`src/rtl/rf_write_arbiter_if.sv`:
```
// Register-file write arbiter bus.
// Groups the three producer handshakes (link, ALU, load), the decode hazard query
// and the registered register-file write port.
//   master : producers / decode / register file side
//   slave  : the arbiter
interface rf_write_arbiter_if #(
  parameter int unsigned REGBITS = 5,
  parameter int unsigned WIDTH   = 32
);
  logic               link_valid;
  logic [WIDTH-1:0]   link_data;
  logic               link_ready;
  logic               alu_valid;
  logic [REGBITS-1:0] alu_rd;
  logic [WIDTH-1:0]   alu_data;
  logic               alu_ready;
  logic               mem_valid;
  logic [REGBITS-1:0] mem_rd;
  logic [WIDTH-1:0]   mem_data;
  logic               mem_ready;
  logic [REGBITS-1:0] rs;
  logic [REGBITS-1:0] rt;
  logic               rs_pending;
  logic               rt_pending;
  logic               wr_en;
  logic [REGBITS-1:0] wr_addr;
  logic [WIDTH-1:0]   wr_data;
  logic [1:0]         mem_count;

  modport master (
    output link_valid, link_data, alu_valid, alu_rd, alu_data,
           mem_valid, mem_rd, mem_data, rs, rt,
    input  link_ready, alu_ready, mem_ready, rs_pending, rt_pending,
           wr_en, wr_addr, wr_data, mem_count
  );

  modport slave (
    input  link_valid, link_data, alu_valid, alu_rd, alu_data,
           mem_valid, mem_rd, mem_data, rs, rt,
    output link_ready, alu_ready, mem_ready, rs_pending, rt_pending,
           wr_en, wr_addr, wr_data, mem_count
  );
endinterface

```
`src/rtl/rf_write_arbiter.sv`:
```
// Write-port arbiter and load scoreboard for the register file.
// Link, ALU and load writebacks share one write port; one grant per cycle.
// Loads are buffered in a 2-entry FIFO and tracked in a pending scoreboard so
// decode can stall on read-after-write hazards.
// Ports:
//   clk   : system clock, all state on posedge
//   reset : synchronous, active-high
//   bus   : rf_write_arbiter_if slave (requests, readies, hazard query,
//           registered write port wr_en/wr_addr/wr_data, mem_count)
module rf_write_arbiter #(
  parameter int unsigned REGBITS = 5,
  parameter int unsigned WIDTH   = 32
) (
  input  logic               clk,
  input  logic               reset,
  rf_write_arbiter_if.slave  bus
);
  localparam int unsigned NREGS = 1 << REGBITS;

  // Encoding doubles as the occupancy count driven on mem_count.
  typedef enum logic [1:0] {
    StEmpty = 2'd0,
    StOne   = 2'd1,
    StFull  = 2'd2
  } occ_e;

  occ_e               occ_q, occ_d;
  logic [REGBITS-1:0] fifo_rd_q   [2];
  logic [WIDTH-1:0]   fifo_data_q [2];
  logic               wr_ptr_q, rd_ptr_q;
  logic [NREGS-1:0]   pending_q, pending_d;
  logic               wr_en_q;
  logic [REGBITS-1:0] wr_addr_q;
  logic [WIDTH-1:0]   wr_data_q;

  logic               link_ready, alu_ready, mem_ready;
  logic               link_xfer, alu_write, push, pop, alu_grant, grant_en;
  logic [REGBITS-1:0] head_rd, grant_addr;
  logic [WIDTH-1:0]   grant_data;

  assign head_rd = fifo_rd_q[rd_ptr_q];

  always_comb begin
    link_ready = !pending_q[NREGS-1];
    mem_ready  = (occ_q != StFull) && !pending_q[bus.mem_rd];
    alu_ready  = !bus.link_valid && !pending_q[bus.alu_rd] && (occ_q != StFull);

    link_xfer  = bus.link_valid && link_ready;
    // Register 0 traffic is accepted but never reaches the write port or FIFO.
    alu_write  = bus.alu_valid && alu_ready && (bus.alu_rd != '0);
    push       = bus.mem_valid && mem_ready && (bus.mem_rd != '0);

    // FIFO head is judged on pre-push occupancy, so a fresh load waits a cycle.
    // FULL beats the ALU; a non-full FIFO only gets the port when the ALU is idle.
    pop        = !link_xfer && ((occ_q == StFull) || ((occ_q == StOne) && !alu_write));
    alu_grant  = !link_xfer && !pop && alu_write;
    grant_en   = link_xfer || pop || alu_grant;

    grant_addr = '0;
    grant_data = '0;
    if (link_xfer) begin
      grant_addr = REGBITS'(NREGS - 1);
      grant_data = bus.link_data;
    end else if (pop) begin
      grant_addr = head_rd;
      grant_data = fifo_data_q[rd_ptr_q];
    end else if (alu_grant) begin
      grant_addr = bus.alu_rd;
      grant_data = bus.alu_data;
    end

    occ_d = occ_q;
    unique case (occ_q)
      StEmpty: if (push) occ_d = StOne;
      StOne: begin
        if (push && !pop)      occ_d = StFull;
        else if (pop && !push) occ_d = StEmpty;
      end
      StFull:  if (pop && !push) occ_d = StOne;
      default: occ_d = StEmpty;
    endcase

    // A load is never accepted for a register already pending, so the clear
    // and set below never target the same bit.
    pending_d = pending_q;
    if (pop)  pending_d[head_rd]    = 1'b0;
    if (push) pending_d[bus.mem_rd] = 1'b1;
    pending_d[0] = 1'b0;
  end

  always_ff @(posedge clk) begin
    if (reset) begin
      occ_q       <= StEmpty;
      pending_q   <= '0;
      wr_ptr_q    <= 1'b0;
      rd_ptr_q    <= 1'b0;
      wr_en_q     <= 1'b0;
      wr_addr_q   <= '0;
      wr_data_q   <= '0;
      for (int i = 0; i < 2; i++) begin
        fifo_rd_q[i]   <= '0;
        fifo_data_q[i] <= '0;
      end
    end else begin
      occ_q     <= occ_d;
      pending_q <= pending_d;
      if (push) begin
        fifo_rd_q[wr_ptr_q]   <= bus.mem_rd;
        fifo_data_q[wr_ptr_q] <= bus.mem_data;
        wr_ptr_q              <= ~wr_ptr_q;
      end
      if (pop) rd_ptr_q <= ~rd_ptr_q;
      wr_en_q <= grant_en;
      if (grant_en) begin
        wr_addr_q <= grant_addr;
        wr_data_q <= grant_data;
      end
    end
  end

  assign bus.link_ready = link_ready;
  assign bus.alu_ready  = alu_ready;
  assign bus.mem_ready  = mem_ready;
  assign bus.rs_pending = pending_q[bus.rs];
  assign bus.rt_pending = pending_q[bus.rt];
  assign bus.wr_en      = wr_en_q;
  assign bus.wr_addr    = wr_addr_q;
  assign bus.wr_data    = wr_data_q;
  assign bus.mem_count  = occ_q;
endmodule
```
`src/flat_wrapper.sv`:
```
// flat-port wrapper written by rule: the top's interface ports become plain ports
module rf_write_arbiter_flat 
#(
  parameter int unsigned REGBITS = 5,
  parameter int unsigned WIDTH   = 32
)
  (clk, reset, bus_link_valid, bus_link_data, bus_alu_valid, bus_alu_rd, bus_alu_data, bus_mem_valid, bus_mem_rd, bus_mem_data, bus_rs, bus_rt, bus_link_ready, bus_alu_ready, bus_mem_ready, bus_rs_pending, bus_rt_pending, bus_wr_en, bus_wr_addr, bus_wr_data, bus_mem_count);
  rf_write_arbiter_if #(.REGBITS(REGBITS), .WIDTH(WIDTH)) bus_i ();
  input  logic clk;
  input  logic reset;
  input wire logic [$bits(bus_i.link_valid)-1:0] bus_link_valid;
  input wire logic [$bits(bus_i.link_data)-1:0] bus_link_data;
  input wire logic [$bits(bus_i.alu_valid)-1:0] bus_alu_valid;
  input wire logic [$bits(bus_i.alu_rd)-1:0] bus_alu_rd;
  input wire logic [$bits(bus_i.alu_data)-1:0] bus_alu_data;
  input wire logic [$bits(bus_i.mem_valid)-1:0] bus_mem_valid;
  input wire logic [$bits(bus_i.mem_rd)-1:0] bus_mem_rd;
  input wire logic [$bits(bus_i.mem_data)-1:0] bus_mem_data;
  input wire logic [$bits(bus_i.rs)-1:0] bus_rs;
  input wire logic [$bits(bus_i.rt)-1:0] bus_rt;
  output wire logic [$bits(bus_i.link_ready)-1:0] bus_link_ready;
  output wire logic [$bits(bus_i.alu_ready)-1:0] bus_alu_ready;
  output wire logic [$bits(bus_i.mem_ready)-1:0] bus_mem_ready;
  output wire logic [$bits(bus_i.rs_pending)-1:0] bus_rs_pending;
  output wire logic [$bits(bus_i.rt_pending)-1:0] bus_rt_pending;
  output wire logic [$bits(bus_i.wr_en)-1:0] bus_wr_en;
  output wire logic [$bits(bus_i.wr_addr)-1:0] bus_wr_addr;
  output wire logic [$bits(bus_i.wr_data)-1:0] bus_wr_data;
  output wire logic [$bits(bus_i.mem_count)-1:0] bus_mem_count;
  assign bus_i.link_valid = bus_link_valid;
  assign bus_i.link_data = bus_link_data;
  assign bus_i.alu_valid = bus_alu_valid;
  assign bus_i.alu_rd = bus_alu_rd;
  assign bus_i.alu_data = bus_alu_data;
  assign bus_i.mem_valid = bus_mem_valid;
  assign bus_i.mem_rd = bus_mem_rd;
  assign bus_i.mem_data = bus_mem_data;
  assign bus_i.rs = bus_rs;
  assign bus_i.rt = bus_rt;
  assign bus_link_ready = bus_i.link_ready;
  assign bus_alu_ready = bus_i.alu_ready;
  assign bus_mem_ready = bus_i.mem_ready;
  assign bus_rs_pending = bus_i.rs_pending;
  assign bus_rt_pending = bus_i.rt_pending;
  assign bus_wr_en = bus_i.wr_en;
  assign bus_wr_addr = bus_i.wr_addr;
  assign bus_wr_data = bus_i.wr_data;
  assign bus_mem_count = bus_i.mem_count;
  rf_write_arbiter #(.REGBITS(REGBITS), .WIDTH(WIDTH)) u_core (.clk(clk), .reset(reset), .bus(bus_i));
endmodule
```
`config.mk`:
```
export PLATFORM = sky130hd
export DESIGN_NAME = rf_write_arbiter_flat
export DESIGN_NICKNAME = d
export VERILOG_FILES = /design/src/rtl/rf_write_arbiter_if.sv /design/src/rtl/rf_write_arbiter.sv /design/src/flat_wrapper.sv
export SDC_FILE = /design/constraint.sdc
export NUM_CORES = 1
export LEC_CHECK = 0
export CAP_MARGIN = 40
export CORE_MARGIN = 3
export CORE_UTILIZATION = 56
export DETAILED_ROUTE_END_ITERATION = 8
export PLACE_DENSITY_LB_ADDON = 0.3
export SLEW_MARGIN = 20
export SYNTH_ARGS = -nofsm -noshare
export SYNTH_HDL_FRONTEND = slang
export SYNTH_SLANG_ARGS = --single-unit
```
`constraint.sdc`:
```
create_clock -name clk -period 10.05 [get_ports clk]
set_input_delay 1.005 -clock clk [delete_from_list [all_inputs] [get_ports clk]]
set_output_delay 1.005 -clock clk [all_outputs]
set_load 0.005 [all_outputs]
```
==> metrics.md <==
| Metric | Value |
|---|---|
| Outcome | complete, no violations |
| Worst R2R Path Depth | 9 |
| Die Footprint | 0.01588 mm² |
| Mapped Area | just over 0.008 mm² |
| Post-Synth Simple-Gate Area | roughly 14% |
| Crit Path Class | primary input to output pin |
| Final instance area | between 0.01 and 0.015 mm² |
| Maximum VDD drop | approximately 0.13 mV |
| Int Pwr | ~1200 µW |
| Switching power | around 430 µW |
| Sw Ratio | approximately a quarter |
| Yosys cell types | 55 |
| Hold Crit Class | flop to flop |
| Register-to-register setup slack | roughly 6.5 ns |
| Hold Crit Depth | 2 |
| CTS root buf | clkbuf_16 |
| Yosys Warn Count | 0 |
| Worst Setup Start Kind | primary input |
| Initial core utilization | between 50 and 60% |
| Actual slew at the worst max-slew pin | between 0.7 and 0.8 ns |
| Worst EP arrival | about 4.2 ns |
| Area of the core | ~0.014 mm² |
| ANT nets after route | 0 |
| Final WL | between 20,000 and 25,000 µm |
| Vias | around 6,900 |
| CP startpoint | bus_mem_rd[1] |
| Total Neg Setup Slack | 0 ns |
| CTS Buffer Depth | 2 |
| Slew Viols, Final | 0 |
| Synth-to-Final Area Change | 29.36% |
| Wire length per cell | roughly 22 µm |
| Fill cells | a little under 1,000 |
| Pwr Density | approximately 150 mW/mm² |
| Ranking of synthesized cells by area | edfxtp_1 (28%), dfxtp_1 (18%), mux4_2 (7.5%), a211oi_1 (6.0%), and2_1 (5.8%) |
| First-pass GRT wire length | ~38,000 µm |
| Largest family of logic cells by synthesized area | compound AO/OA/AOI/OAI gates |
| Fmax | approximately 190 MHz |
| Slew headroom | roughly 51% |
| Synth Area in XOR/XNOR | less than 1% |
| FF-to-FF End | u_core.fifo_data_q[1][20]$_SDFFCE_PN0P_ |
| Prevailing post-synth register cell | edfxtp_1 |
| Clock power share | between 30% and 40% |
| TritonCTS Buffers | 17 |
| Min cycle time layout | roughly 5 ns |
| MaxCap Viol Count | 0 |
| Sequential cell area | ~0.0037 mm² |
| Rows | between 40 and 50 |
| Comb pwr share | between 10% and 20% |
| Total track usage | a little under a third |
| Final period utilization | ~51% |
| Cells resized by post-CTS repair | 0 |
| Largest net degree at the start of global routing | 58 |
| Synthesized net count | 878 |
| R2R Path Start | u_core.pending_q[31]$_SDFF_PP0_ |
| Seq pwr share | 43.3% |
| Top Ports | 166 |
| Compound-Gate Fraction of Synth Area | 18.28% |
| Mean area per synthesized cell | between 10 and 15 µm² |
| Share of synthesized registers carrying an async set or reset | 0% |
| Worst skew pair latency | roughly 0.42 ns |
| Port bufs | 165 |
| Synthesized instance count | ~760 |
| Post-synth EDFFs | 74 |
| Post-synthesis sequential area ratio | between 40% and 50% |
| DR DRC count | 0 |
| Setup crit end kind | output pin |
| Htree depth | 4 |
| Chip height | about 130 µm |
| Vias per inst | between 6 and 7 |
| Synth Register Bits | about 150 |
| Largest fanout on the critical path | 15 |
| Routability congestion estimate | 1.025 |
| Multi-input logic area | between 0.003 and 0.004 mm² |
| Initial DRC Count | between 600 and 700 |
| Clk pin slew, worst setup/hold paths | around 0.060 ns |
| Area share of the largest cell type after synthesis | between 20% and 30% |
| Fin Clk Skew | approximately 0.012 ns |
| Hold path endpoint | u_core.bus.wr_data[20]$_SDFFE_PP0P_ |
| Number of global-route vias before repair | roughly 7,000 |
| Hold Crit Start | u_core.bus.wr_data[20]$_SDFFE_PP0P_ |
| Area post-placement | between 0.009 and 0.01 mm² |
| GRT overflow | 0 |
| Mux cell area share after synthesis | between 10% and 20% |
| Antenna violations before repair | 1 |
| Detail Placement HPWL | 16,840 µm |
| Clock sink count | about 150 |
| Final #Nets | 1,014 |
| Ant. Diodes | 0 |
| Hold_buf cts | 0 |
| Layout cells sized above 1 | between 10% and 20% |
| Final setup violation count | 0 |
| Drt first pass iters | 6 |
| Die width | 126 µm |
| RSZ-0062 raised after global routing | no |
| CP required | just over 9 ns |
| Setup Fix Bufs, Post-CTS | 0 |
| Adder-cell area share of the yosys netlist | less than 1% |
| P_leak | ~0.0036 µW |
| Area leader, netlist | edfxtp_1 |
| Count of final hold-check violations | 0 |
| TritonCTS clock tree | done |
==> placed cells by master, fill, tap and decap left out, drive strengths merged, types with 3 or more instances in the layout <==
cell type      synthesis  layout
o41ai                  9       9
nor2b                  6       6
nand2b                 7       7
clkbuf                46      17
and2                  76      76
a31oi                  6       6
dfxtp                 74      74
o311ai                15      15
a21oi                  5       5
a211oi                64      64
buf                   18      16
edfxtp                74      74
o32ai                 34      34
clkdlybuf4s50          0     165
clkinv                 0       5
clkinvlp               0       3
inv                   49      54
nor2                  53      53
o211ai                 8       8
mux2i                 42      42
mux4                  27      27
a32o                  12      12
nand3                 19      19
mux2                  13      13
o21ai                 16      16
nor4                   4       4
nand2                 39      39
a22o                   3       3
a22oi                  3       3
or3                    4       4
nor3                   5       5
==> worst max-delay path, cell delays in order <==
cell             delay (ns)
clkdlybuf4s50_1        0.86
mux4_2                 0.58
mux2_2                 0.28
mux2_2                 0.27
o21ai_1                0.21
nand2b_1               0.31
inv_1                  0.12
clkdlybuf4s50_1        0.50
==> kinds of logic after synthesis <==
| family | count (synthesis) |
|---|---|
| simple gates | 219 |
| flops | 148 |
| fa+ha+maj | 2 |
| compound gates | 187 |
| buf+inv | 113 |
| xor+xnor | 4 |
| mux | 82 |
==> stage by stage <==
step | instances | hold WS, ns | setup slack (ns) | total power [µW] | utilization [%]
floorplan | 755 | 0.4482 | 4.374 | 853.2 | -
global placement | 1048 | 0.4397 | 4.912 | 970.8 | 69.73
detailed placement | 1051 | 0.4480 | 4.856 | 983.8 | 70.18
CTS | 1083 | 0.4580 | 4.873 | 1619 | 74.46
global route | 1084 | 0.4686 | 4.699 | 1667 | 74.57
finish | 1084 | 0.4551 | 4.898 | 1613 | 74.57
==> layout make-up <==
cell class,instances,area share [%]
clock buffer,17,4.078
clock inverter,15,1.667
inverter,49,1.763
multi-input combinational,494,37.38
sequential,148,35.52
tap,180,2.159
timing repair buffer,181,17.44
==> registers in the layout, indices dropped and copies added (netlist names), named ones only <==
name / count
u_core.wr_ptr_q: 1
u_core.fifo_rd_q: 10
u_core.rd_ptr_q: 1
u_core.bus.wr_en: 1
u_core.bus.wr_addr: 5
u_core.bus.wr_data: 32
u_core.bus.mem_count: 2
u_core.fifo_data_q: 64
u_core.pending_q: 31
==> Yosys cell counts (3+ instances only) <==
master	n
buf_4	3
nor3_1	4
o32ai_1	34
o311ai_0	11
mux2i_1	42
nand2b_1	7
o211ai_1	8
o311ai_1	4
mux4_2	27
edfxtp_1	74
a22oi_1	3
a211oi_1	64
nor2b_1	6
o21ai_0	11
buf_6	8
o41ai_1	9
mux2_2	13
a32o_1	12
clkbuf_1	44
nand2_1	38
and2_1	75
nor4_1	3
a31oi_1	6
a21oi_1	5
or3_1	4
inv_1	49
nand3_1	19
nor2_1	53
dfxtp_1	74
a22o_1	3
buf_2	6
o21ai_1	5
==> per-layer routing <==
metal | track usage, % | up-vias | part of all wire (%)
li1 | - | 3142 | -
met5 | 0 | - | 0.054
met3 | 6.997 | 63 | 7.8
met1 | 38.26 | 3368 | 40
met4 | 12.43 | 2 | 3.1
met2 | 50.27 | 355 | 49
==> power by group through the flow <==
stage | Combinational, µW | Clock [µW] | Sequential [µW]
global route | 297 | 667 | 703
global placement | 262 | 0 | 709
CTS | 275 | 646 | 699
finish | 276 | 638 | 699
detailed placement | 273 | 0 | 711
floorplan | 146 | 0 | 707
==> worst max path at each step <==
stage | endpoint
final | bus_mem_ready
after global placement | bus_alu_ready
after floorplan | u_core.fifo_data_q[0][0]$_SDFFCE_PN0P_
after global routing | bus_mem_ready
after CTS | bus_alu_ready
after detailed placement | bus_alu_ready
Power figures use the tool's default switching activity.
